===== src/rtl/fir_pkg.sv =====
// Shared definitions for the FIR filter and its downstream stages.
package fir_pkg;

   localparam int FIR_OUT_W  = 9;
   localparam int FIR_ORDER  = 4;
   // Samples still carrying pipeline-fill garbage after reset.
   localparam int FIR_WARMUP = FIR_ORDER + 1;

   typedef logic [FIR_OUT_W-1:0] fir_sample_t;

endpackage


===== src/rtl/fir_sync_fifo.sv =====
// Synchronous FIFO with first-word fall-through head register.
module fir_sync_fifo import fir_pkg::*; #(
   parameter int DATA_W = FIR_OUT_W,
   parameter int DEPTH  = 8
) (
   input  logic                     clk,
   input  logic                     rst_n,
   input  logic                     i_push,
   input  logic [DATA_W-1:0]        i_din,
   input  logic                     i_pop,
   output logic [DATA_W-1:0]        o_dout,
   output logic [$clog2(DEPTH):0]   o_level,
   output logic                     o_full,
   output logic                     o_empty
);

   localparam int AW = $clog2(DEPTH);
   localparam int LW = AW + 1;

   logic [DATA_W-1:0] r_mem [DEPTH];
   logic [AW-1:0]     r_wr_ptr;
   logic [AW-1:0]     r_rd_ptr;
   logic [LW-1:0]     r_level;
   logic [DATA_W-1:0] r_dout;

   logic              w_pop;
   logic              w_push;
   logic              w_full;
   logic [AW-1:0]     w_rd_nxt;
   logic [LW-1:0]     w_level_nxt;
   logic [LW-1:0]     w_remain;

   assign w_full      = (r_level == LW'(DEPTH));
   assign w_pop       = i_pop && (r_level != '0);
   assign w_push      = i_push && (!w_full || w_pop);
   assign w_rd_nxt    = r_rd_ptr + AW'(w_pop);
   assign w_level_nxt = r_level + LW'(w_push) - LW'(w_pop);
   assign w_remain    = r_level - LW'(w_pop);

   always_ff @(posedge clk) begin
      if (w_push) r_mem[r_wr_ptr] <= i_din;
   end

   // Head register preloads the next oldest entry, or the incoming sample
   // when nothing older remains, so the output is valid one edge after a push.
   always_ff @(posedge clk or negedge rst_n) begin
      if (!rst_n) begin
         r_wr_ptr <= '0;
         r_rd_ptr <= '0;
         r_level  <= '0;
         r_dout   <= '0;
      end else begin
         if (w_push) r_wr_ptr <= r_wr_ptr + AW'(1);
         r_rd_ptr <= w_rd_nxt;
         r_level  <= w_level_nxt;
         if (w_level_nxt != '0) begin
            r_dout <= (w_remain == '0) ? i_din : r_mem[w_rd_nxt];
         end
      end
   end

   assign o_dout  = r_dout;
   assign o_level = r_level;
   assign o_full  = w_full;
   assign o_empty = (r_level == '0);

endmodule


===== src/rtl/fir_decim_buffer.sv =====
// Post-FIR stage: drops warm-up samples, decimates by DECIM and buffers
// kept samples in a FIFO behind a valid/ready interface.
module fir_decim_buffer import fir_pkg::*; #(
   parameter int DATA_W = FIR_OUT_W,
   parameter int DECIM  = 2,
   parameter int DEPTH  = 8,
   parameter int WARMUP = FIR_WARMUP
) (
   input  logic                     clk,
   input  logic                     rst_n,
   input  logic [DATA_W-1:0]        in_data,
   input  logic                     sample_en,
   output logic [DATA_W-1:0]        out_data,
   output logic                     out_valid,
   input  logic                     out_ready,
   output logic [$clog2(DEPTH):0]   level,
   output logic                     overflow,
   input  logic                     clr_ovf
);

   localparam int WW = $clog2(WARMUP + 2);
   localparam int PW = (DECIM > 1) ? $clog2(DECIM) : 1;
   localparam logic [WW-1:0] WARM_END = WW'(WARMUP);
   localparam logic [PW-1:0] PH_LAST  = PW'(DECIM - 1);

   logic [WW-1:0] r_warm;
   logic [PW-1:0] r_phase;
   logic          r_overflow;

   logic          w_warm_done;
   logic          w_keep;
   logic          w_drop;
   logic          w_full;
   logic          w_empty;

   assign w_warm_done = (r_warm == WARM_END);
   assign w_keep      = sample_en && w_warm_done && (r_phase == '0);
   // A full FIFO still accepts the sample if the consumer pops this edge.
   assign w_drop      = w_keep && w_full && !(out_ready && !w_empty);

   always_ff @(posedge clk or negedge rst_n) begin
      if (!rst_n) begin
         r_warm     <= '0;
         r_phase    <= '0;
         r_overflow <= 1'b0;
      end else begin
         if (sample_en) begin
            if (!w_warm_done) begin
               r_warm <= r_warm + WW'(1);
            end else begin
               r_phase <= (r_phase == PH_LAST) ? '0 : r_phase + PW'(1);
            end
         end
         if (w_drop) begin
            r_overflow <= 1'b1;
         end else if (clr_ovf) begin
            r_overflow <= 1'b0;
         end
      end
   end

   fir_sync_fifo #(
      .DATA_W (DATA_W),
      .DEPTH  (DEPTH)
   ) u_fifo (
      .clk     (clk),
      .rst_n   (rst_n),
      .i_push  (w_keep),
      .i_din   (in_data),
      .i_pop   (out_ready),
      .o_dout  (out_data),
      .o_level (level),
      .o_full  (w_full),
      .o_empty (w_empty)
   );

   assign out_valid = ~w_empty;
   assign overflow  = r_overflow;

endmodule


===== config.mk =====
export PLATFORM = sky130hd
export DESIGN_NAME = fir_decim_buffer
export DESIGN_NICKNAME = d
export VERILOG_FILES = /design/src/rtl/fir_pkg.sv /design/src/rtl/fir_sync_fifo.sv /design/src/rtl/fir_decim_buffer.sv
export SDC_FILE = /design/constraint.sdc
export NUM_CORES = 1
export LEC_CHECK = 0
export CAP_MARGIN = 20
export CORE_UTILIZATION = 58
export DETAILED_ROUTE_END_ITERATION = 7
export GPL_TIMING_DRIVEN = 0
export PLACE_DENSITY = 0.77
export SYNTH_ARGS = -nofsm -noshare
export SYNTH_HDL_FRONTEND = slang
export SYNTH_SLANG_ARGS = --single-unit

===== constraint.sdc =====
create_clock -name clk -period 3.8 [get_ports clk]
set_input_delay 0.38 -clock clk [delete_from_list [all_inputs] [get_ports clk]]
set_output_delay 0.38 -clock clk [all_outputs]
set_load 0.02 [all_outputs]

==> results of run 1 <==
-- registers in the layout (all words and copies together) (netlist names) --
| signal | flops |
|---|---|
| overflow | 1 |
| r_phase | 1 |
| r_warm | 3 |
| u_fifo.o_dout | 9 |
| u_fifo.o_level | 4 |
| u_fifo.r_mem | 72 |
| u_fifo.r_rd_ptr | 3 |
| u_fifo.r_wr_ptr | 3 |
-- power groups by stage --
| stage | Sequential (W) | Combinational (W) | Clock, W |
|---|---|---|---|
| floorplan | 0.00149 | 0.00113 | 0 |
| global route | 0.00142 | 0.00181 | 0.000837 |
| finish | 0.00140 | 0.00165 | 0.000786 |
| detailed placement | 0.00142 | 0.00165 | 0 |
| CTS | 0.00140 | 0.00166 | 0.000795 |
| global placement | 0.00141 | 0.00161 | 0 |
-- repair_timing --
item	CTS	global route
setup buffers	0	0
gates resized for setup	0	1
setup endpoints to repair	0	9
-- metrics by stage --
stage	utilization (%)	power, W
after floorplan	-	0.00262
after global placement	66.8	0.00302
after detailed placement	67.5	0.00307
after CTS	71.0	0.00385
after global routing	71.1	0.00407
final	71.1	0.00383
-- final cells by class --
cell class                 instances  area, um^2
buffer                             6        63.8
clock buffer                       9         124
clock inverter                     7         119
fill                             461        1980
inverter                          21        78.8
multi-input combinational        126        1310
sequential                        96        2760
tap                               96         120
timing repair buffer              31         314
-- Yosys cell counts --
library cell | instances | share of area [%]
a2111oi_0 | 1 | 0.21
a21boi_0 | 1 | 0.18
a21o_1 | 1 | 0.18
a21oi_1 | 4 | 0.48
a31oi_1 | 1 | 0.15
and2_1 | 1 | 0.15
buf_1 | 1 | 0.089
buf_4 | 1 | 0.18
buf_6 | 3 | 0.81
bufbuf_8 | 1 | 0.45
dfrtp_1 | 24 | 14
edfxtp_1 | 72 | 52
fa_1 | 1 | 0.48
ha_1 | 14 | 4.2
inv_1 | 21 | 1.9
mux2_2 | 10 | 2.7
mux2i_1 | 45 | 11
mux2i_2 | 1 | 0.33
mux4_1 | 8 | 5.0
mux4_2 | 1 | 0.54
nand2_1 | 7 | 0.63
nand2b_1 | 4 | 0.60
nand3_1 | 3 | 0.36
nand4b_1 | 1 | 0.21
nor2_1 | 9 | 0.81
nor3_1 | 2 | 0.24
nor4_1 | 2 | 0.30
o21bai_1 | 1 | 0.18
o22ai_1 | 1 | 0.15
xnor2_1 | 2 | 0.42
xor2_1 | 4 | 0.84
xor2_4 | 1 | 0.66
-- how the worst min path moves through the flow --
stage / start / end / slack (ns) / cells after the start
2_1_floorplan: rst_n / overflow / 0.08 / 0
3_3_place_gp: r_phase / r_phase / 0.45 / 2
3_5_place_dp: r_phase / r_phase / 0.48 / 2
4_1_cts: rst_n / r_warm[0] / 0.42 / 1
5_1_grt: rst_n / r_warm[1] / 0.44 / 1
6_report: rst_n / r_phase / 0.40 / 1
-- cells by family (layout without fill, tap and decap cells) --
| kind of cell | Yosys count | count (layout) | share of synthesized area, % |
|---|---|---|---|
| AOI/OAI and AO/OA | 10 | 10 | 1.52 |
| muxes | 65 | 65 | 19.3 |
| adders and majority gates | 15 | 15 | 4.66 |
| and+or+nand+nor | 29 | 29 | 3.28 |
| xor gates and xnor gates | 7 | 7 | 1.91 |
| buffers and inverters | 27 | 74 | 3.40 |
| DFF | 96 | 96 | 65.9 |
-- layer usage --
| layer | share of wire, % | up-vias | GRT usage, % |
|---|---|---|---|
| li1 | - | 1019 | - |
| met1 | 39 | 1068 | 23.5 |
| met2 | 52 | 55 | 37.3 |
| met3 | 5.0 | 16 | 3.41 |
| met4 | 3.3 | 0 | 13.2 |
| met5 | 0 | - | 0 |
==> impl_metrics.json, run 1 <==
{
  "power_leakage_nw": 1.90,
  "critical-path-slowest-cell": "a31oi_1",
  "drt-wirelength-per-cell_um": 18.1,
  "drv_cap": 0,
  "seq_area_frac_synth_pct": 65.9,
  "drt_wl_total_mm": 7.08,
  "portBuffers": 28,
  "switching_share_pct": 32.4,
  "drt-vias-per-instance": 5.51,
  "cpPeakStageDelay_ns": 0.55,
  "worstSetupEndpointType": "register",
  "period_needed_ns": 3.50,
  "max_freq_mhz": 285,
  "core_um2": 6870,
  "synth_nets": 278,
  "synth_area_um2": 4190,
  "synthCells": 249,
  "hold_viol": 0,
  "crit_type": "register to register",
  "startpoint": "u_fifo.o_level[2]",
  "rsz0062_at_grt": "no",
  "gp_congestion": 0.764,
  "antenna_found_initial": 0,
  "worstSetupEndpoint": "u_fifo.o_dout[8]",
  "grt_pass1_wl_mm": 10.9,
  "cts_made_buffers": 9,
  "fp.dieArea_um2": 7570,
  "die_h_um": 87.0,
  "final_area_um2": 4890,
  "instances_no_fill": 392,
  "root_buffer": "clkbuf_8",
  "cts_tree": "yes",
  "cp_top_family": "adder cells",
  "cp.depth": 11,
  "drt-pass1-iter-count": 4,
  "setup_viol": 0,
  "grt_max_degree": 17,
  "worst_r2r_endpoint": "u_fifo.o_dout[8]",
  "power.share.clock_pct": 20.5,
  "rrSetupSlack_ns": 0.30,
  "finalCritPeriodShare_pct": 92.2,
  "ff2ff_path_depth": 11,
  "num_vias": 2158,
  "power_frac_seq_pct": 36.4,
  "fin_tns_setup_ns": 0,
  "nets": 320,
  "final_common_cell": "edfxtp_1",
  "worst_ir_drop_vdd_mv": 0.346,
  "fin_ws_ns": 0.295,
  "drv_slew": 0,
  "yosys_warnings": 0,
  "start_util_pct": 61.0,
  "ios": 29,
  "status": "completed",
  "drive_above_1_share_pct": 13.2,
  "worst-path-buf-inv": 3,
  "yosysUniqueCellTypes": 32,
  "syn_avg_cell_area_um2": 16.8,
  "rows": 30,
  "cp.required_ns": 4.04,
  "place_area_um2": 4640,
  "detail-route-antenna-nets": 0,
  "crit_arrival_ns": 3.75,
  "clk_path_buf_depth": 2,
  "power_density_nw_per_um2": 785,
  "area_delta_synth_final_pct": 16.6,
  "whs_ns": 0.404,
  "dp_slack_ns": -0.176,
  "p_sw_w": 0.00124,
  "cts_sinks": 96,
  "grt_remaining_overflow": 0,
  "slew_headroom_pct": 32.8,
  "n_antenna_cell": 0,
  "crit_top_cell": "inv_1",
  "ys_ff_latch": 96,
  "post-dp-hpwl_mm": 4.72,
  "drcViolationCount": 0,
  "p_int_w": 0.00259,
  "worstHoldPathType": "input port to async pin",
  "path_max_fanout": 9,
  "dp_cells": 376,
  "clkTransAtPathRegs_ns": 0.09,
  "cp-start-kind": "register",
  "crit_chain": "inv_1 > ha_1 > nand2b_1 > a31oi_1 > ha_1 > inv_1 > fa_1 > inv_1 > nor4_1 > mux2i_4 > mux2_2",
  "rr_startpoint": "u_fifo.o_level[2]",
  "comb_power_share_pct": 43.1,
  "final.setup_skew_ns": 0.00898,
  "final_cell_mix": "edfxtp_1, mux2i_1, clkdlybuf4s50_1",
  "h-tree-depth": 3,
  "grt_pass1_vias": 2240,
  "clk_latency_ns": 0.36,
  "worstMarginPinSlew_ns": 1.00,
  "grt_usage_pct": 21.0,
  "drt_iter0_drc": 114,
  "hold_buffers": 0,
  "dieWidth_um": 87.0
}
Note: power is estimated with default switching activity, not from simulation.
==> run 2: changes to the inputs <==
--- a/config.mk
+++ b/config.mk
@@ -12,4 +12,5 @@
 export PLACE_DENSITY = 0.77
 export SYNTH_ARGS = -nofsm -noshare
 export SYNTH_HDL_FRONTEND = slang
+export SYNTH_HIERARCHICAL = 1
 export SYNTH_SLANG_ARGS = --single-unit
==> impl_metrics.json, run 2 <==
{
  "synthCells": 248,
  "synth_area_um2": 4240,
  "ys_top_cells_by_count": "edfxtp_1, mux2i_1, dfrtp_1",
  "final_cell_mix": "edfxtp_1, mux2i_1, clkdlybuf4s50_1",
  "cts_made_buffers": 9,
  "drcViolationCount": 0,
  "drt_iter0_drc": 112,
  "path_max_fanout": 9,
  "num_vias": 2126,
  "rsz0062_at_grt": "no",
  "n_antenna_cell": 0,
  "drt-vias-per-instance": 5.45,
  "synth_top_area_cell": "edfxtp_1",
  "grt_max_degree": 18,
  "switching_share_pct": 34.5,
  "grt_pass1_vias": 2218,
  "die_h_um": 87.5,
  "power_frac_seq_pct": 37.0,
  "yosys_warnings": 6,
  "finalCritPeriodShare_pct": 90.5,
  "cts_tree": "yes",
  "area_delta_synth_final_pct": 15.0,
  "drv_cap": 0,
  "worstMarginPinSlew_ns": 1.06,
  "setup_viol": 0,
  "p_sw_w": 0.00131,
  "cts_sinks": 96,
  "crit_chain": "inv_1 > ha_1 > and4b_1 > a21bo_2 > mux2i_1 > ha_1 > inv_1 > fa_1 > inv_1 > nor4b_1 > mux2i_4 > mux2_2",
  "drive_above_1_share_pct": 13.9,
  "clk_path_buf_depth": 2,
  "yosysUniqueCellTypes": 36,
  "final.setup_skew_ns": 0.0175,
  "drt_wl_total_mm": 7.12,
  "antenna_found_initial": 0,
  "rows": 30,
  "whs_ns": 0.383,
  "ys_async_sr_fraction_pct": 25.0,
  "final_common_cell": "edfxtp_1",
  "fin_tns_setup_ns": 0,
  "nets": 316,
  "grt_pass1_wl_mm": 11.4,
  "syn_avg_cell_area_um2": 17.1,
  "regMostFlops": "u_fifo/r_mem",
  "drt-wirelength-per-cell_um": 18.3,
  "cpPeakStageDelay_ns": 0.51,
  "hold_viol": 0,
  "clk_latency_ns": 0.36,
  "h-tree-depth": 3,
  "grt_usage_pct": 21.5,
  "worstHoldPathType": "input port to async pin",
  "cts_resized": 0,
  "power.share.clock_pct": 16.1,
  "grt_remaining_overflow": 0,
  "gp_congestion": 0.709,
  "power_leakage_nw": 1.95,
  "ys.flop_type": "edfxtp_1",
  "critical-path-slowest-cell": "nor4b_1",
  "slew_headroom_pct": 28.8,
  "post-dp-hpwl_mm": 4.71,
  "synth_nets": 275,
  "synth_top_area_share_pct": 51.0,
  "detail-route-antenna-nets": 0,
  "crit_arrival_ns": 3.69,
  "synth_edf_count": 72,
  "cp-start-kind": "register",
  "drv_slew": 0,
  "fp.dieArea_um2": 7660,
  "synth_area_leaders": "edfxtp_1, dfrtp_1, mux2i_1",
  "start_util_pct": 61.1,
  "instances_no_fill": 390,
  "startpoint": "r_warm[1]",
  "drt-pass1-iter-count": 4,
  "period_needed_ns": 3.44,
  "clkTransAtPathRegs_ns": 0.10,
  "dp_cells": 374,
  "total_power_w": 0.00380,
  "cts_setup_buffers": 0,
  "worstSetupEndpointType": "register",
  "portBuffers": 28,
  "root_buffer": "clkbuf_8",
  "rr_startpoint": "r_warm[1]",
  "seq_area_frac_synth_pct": 65.2,
  "synthMostInstantiatedCell": "edfxtp_1",
  "ios": 29,
  "core_um2": 6940,
  "crit_type": "register to register",
  "ys_ff_latch": 96,
  "dieWidth_um": 87.5,
  "largest_reg_flops": 72,
  "cp.required_ns": 4.05,
  "power_density_nw_per_um2": 778,
  "max_freq_mhz": 291,
  "hold_buffers": 0,
  "comb_power_share_pct": 47.0,
  "crit_top_cell": "inv_1",
  "worst_ir_drop_vdd_mv": 0.401,
  "p_int_w": 0.00249,
  "status": "completed"
}
-- run 2: layout make-up --
type                       count  area, um^2
sequential                    96        2760
fill                         458        2070
multi-input combinational    125        1340
timing repair buffer          30         319
clock buffer                  10         128
tap                           96         120
buffer                         6        81.3
inverter                      21        78.8
clock inverter                 6        51.3
-- run 2: metrics by stage --
step	cell area, um^2	setup slack [ns]	util (%)
floorplan	4240	0.727	-
global placement	4640	0.0225	66.8
detailed placement	4690	-0.106	67.5
CTS	4870	0.131	70.1
global route	4880	0.112	70.2
finish	4880	0.359	70.2
-- run 2: per-layer routing --
layer  wire, um  part of all wire, %  track usage (%)  vias up
li1           -                    -                -     1021
met5          0                    0                0        -
met2       3630                   51             36.1       44
met4         87                  1.2             10.3        0
met3        306                  4.3             3.51        6
met1       3100                   44             27.6     1055
-- run 2: critical path: cells and delay by family, from the launching register on --
family | cells | cell delay (ns)
fa+ha+maj | 3 | 0.87
compound gates | 1 | 0.29
simple gates | 2 | 0.81
flops | 1 | 0.38
mux | 3 | 0.78
buf+inv | 3 | 0.19
-- run 2: logic make-up (layout without fill, tap and decap cells) --
| group | Yosys count | after routing | synth area share (%) |
|---|---|---|---|
| simple gates | 30 | 30 | 4.01 |
| fa+ha+maj | 13 | 13 | 4.01 |
| compound gates | 8 | 8 | 1.51 |
| flops | 96 | 96 | 65.2 |
| xor+xnor | 7 | 7 | 1.89 |
| buf+inv | 27 | 73 | 3.78 |
| mux | 67 | 67 | 19.7 |
-- run 2: path summary, 6_finish.rpt --
check	to	slack (ns)	cells after the start
worst max register to register	u_fifo/o_dout[2]	0.36	12
min in group clk	r_phase	0.48	1
worst min register to register	r_phase	0.48	1
worst max-delay path	u_fifo/o_dout[2]	0.36	12
worst min-delay path	u_fifo/o_dout[1]	0.38	1
max in group asynchronous	u_fifo/o_dout[7]	2.93	2
-- run 2: power by group through the flow --
stage	Combinational [W]	Clock, W	Sequential [W]
after floorplan	0.00124	0	0.00149
after global placement	0.00173	0	0.00142
after detailed placement	0.00178	0	0.00143
after CTS	0.00178	0.000624	0.00140
after global routing	0.00193	0.000668	0.00143
final	0.00178	0.000611	0.00140
==> run 3: changes to the inputs <==
--- a/config.mk
+++ b/config.mk
@@ -6,10 +6,11 @@
 export NUM_CORES = 1
 export LEC_CHECK = 0
 export CAP_MARGIN = 20
-export CORE_UTILIZATION = 58
+export CORE_UTILIZATION = 30
 export DETAILED_ROUTE_END_ITERATION = 7
 export GPL_TIMING_DRIVEN = 0
-export PLACE_DENSITY = 0.77
+export PLACE_DENSITY = 0.44
+export SLEW_MARGIN = 20
 export SYNTH_ARGS = -nofsm -noshare
 export SYNTH_HDL_FRONTEND = slang
 export SYNTH_HIERARCHICAL = 1
==> impl_metrics.json, run 3 (synthesis gave the netlist of run 2 again) <==
{
  "period_needed_ns": 3.42,
  "post-dp-hpwl_mm": 5.38,
  "num_vias": 2178,
  "drt-vias-per-instance": 4.59,
  "n_antenna_cell": 0,
  "core_um2": 13800,
  "dp_cells": 459,
  "cts_made_buffers": 9,
  "dieWidth_um": 121,
  "drt-wirelength-per-cell_um": 18.0,
  "largest_reg_flops": 72,
  "worstHoldPathType": "input port to async pin",
  "cpPeakStageDelay_ns": 0.48,
  "instances_no_fill": 475,
  "drt_iter0_drc": 63,
  "grt_remaining_overflow": 0,
  "total_power_w": 0.00408,
  "clk_path_buf_depth": 2,
  "dp_slack_ns": -0.199,
  "hold_viol": 0,
  "detail-route-antenna-nets": 0,
  "antenna_found_initial": 0,
  "slew_headroom_pct": 27.8,
  "grt_max_degree": 25,
  "cp-start-kind": "register",
  "nFillCells": 1296,
  "crit_arrival_ns": 3.65,
  "fp.dieArea_um2": 14600,
  "cp.required_ns": 4.03,
  "drv_cap": 0,
  "setup_viol": 0,
  "grt_pass1_vias": 2179,
  "grt_pass1_wl_mm": 12.9,
  "nets": 317,
  "ios": 29,
  "drt-pass1-iter-count": 4,
  "gp_congestion": 0.672,
  "worst_r2r_endpoint": "u_fifo/o_dout[3]",
  "final_common_cell": "edfxtp_1",
  "drt_wl_total_mm": 8.57,
  "drcViolationCount": 0,
  "drv_slew": 0,
  "hold_buffers": 0,
  "rows": 43,
  "worst_ir_drop_vdd_mv": 0.240,
  "path_max_fanout": 9,
  "power_density_nw_per_um2": 806,
  "power_leakage_nw": 2.00,
  "regMostFlops": "u_fifo/r_mem",
  "whs_ns": 0.0611,
  "h-tree-depth": 3,
  "worstSetupEndpointType": "register",
  "max_freq_mhz": 292,
  "cts_setup_buffers": 0,
  "final.setup_skew_ns": 0.00951,
  "area_delta_synth_final_pct": 19.4,
  "die_h_um": 121,
  "crit_type": "register to register",
  "clkTransAtPathRegs_ns": 0.07,
  "grt_usage_pct": 12.8,
  "status": "completed",
  "critical-path-slowest-cell": "mux2i_4",
  "finalCritPeriodShare_pct": 90.0,
  "cts_tree": "yes",
  "final_util_pct": 36.6,
  "portBuffers": 28,
  "rr_startpoint": "r_warm[1]",
  "crit_chain": "inv_1 > ha_1 > and4b_1 > a21bo_2 > mux2i_1 > ha_1 > inv_1 > fa_1 > xor2_1 > nor4b_1 > mux2i_4 > mux2_2",
  "rsz0062_at_grt": "no",
  "clk_latency_ns": 0.35,
  "ff2ff_path_depth": 12,
  "cts_sinks": 96,
  "rrSetupSlack_ns": 0.38,
  "final_cell_mix": "edfxtp_1, mux2i_1, clkdlybuf4s50_1",
  "drive_above_1_share_pct": 14.9,
  "worstMarginPinSlew_ns": 1.08,
  "start_util_pct": 30.7,
  "cts_resized": 0,
  "fin_ws_ns": 0.381,
  "root_buffer": "clkbuf_16"
}
[run 3: changes by cell type in the layout (fill, tap and decap cells not counted), moves of 2 or more]
| cell | delta |
|---|---|
| clkinvlp_4 | -2 |
| clkbuf_8 | -9 |
| clkinv_2 | +2 |
| clkbuf_16 | +9 |
[run 3: final cells by class]
cell class                 count  area (um^2)  area share (%)
sequential                    96         2760            54.5
multi-input combinational    125         1340            26.4
timing repair buffer          31          305            6.03
clock buffer                  10          229            4.52
tap                          180          225            4.45
buffer                         6         81.3            1.61
inverter                      21         78.8            1.56
clock inverter                 6         43.8           0.865
[run 3: worst max-delay path by stage]
stage	startpoint	end	slack (ns)	depth (start not counted)
finish	r_warm[1]	u_fifo/o_dout[3]	0.38	12
global route	r_warm[1]	u_fifo/o_dout[1]	0.05	12
CTS	r_warm[1]	u_fifo/o_dout[3]	0.03	12
detailed placement	sample_en	u_fifo/o_dout[6]	-0.20	11
global placement	sample_en	u_fifo/o_dout[6]	-0.21	11
floorplan	u_fifo/o_level[2]	u_fifo/o_dout[0]	0.73	12
[run 3: routing by layer]
| layer | share of wire, % | global-route usage, % | wire length [um] | vias to the layer above |
|---|---|---|---|---|
| met5 | 0 | 0 | 0 | - |
| met3 | 2.6 | 2.49 | 226 | 13 |
| met1 | 49 | 16.6 | 4190 | 1110 |
| li1 | - | - | - | 1019 |
| met4 | 2.2 | 6.94 | 190 | 0 |
| met2 | 46 | 20.1 | 3960 | 36 |
[run 3: critical path: cells and delay by family, from the launching register on]
family / cells / cell delay (ns)
AND/OR/NAND/NOR: 2 / 0.43
XOR/XNOR: 1 / 0.27
buffers and inverters: 2 / 0.13
AO/OA/AOI/OAI: 1 / 0.29
multiplexers: 3 / 1.01
adder cells (fa/ha/maj): 3 / 0.78
flip-flops: 1 / 0.39
[run 3: through the flow]
| step | instance area [um^2] | setup TNS [ns] |
|---|---|---|
| floorplan | 4240 | 0 |
| global placement | 4750 | -2.14 |
| detailed placement | 4780 | -1.76 |
| CTS | 5060 | 0 |
| global route | 5060 | 0 |
| finish | 5060 | 0 |
[run 3: power breakdown]
group	leakage, nW	internal, W	switching, W	total [W]
combinational	0.937	0.000949	0.000874	0.00182
sequential	0.932	0.00129	0.000112	0.00140
clock	0.133	0.000448	0.000410	0.000858
total	2.00	0.00269	0.00140	0.00408
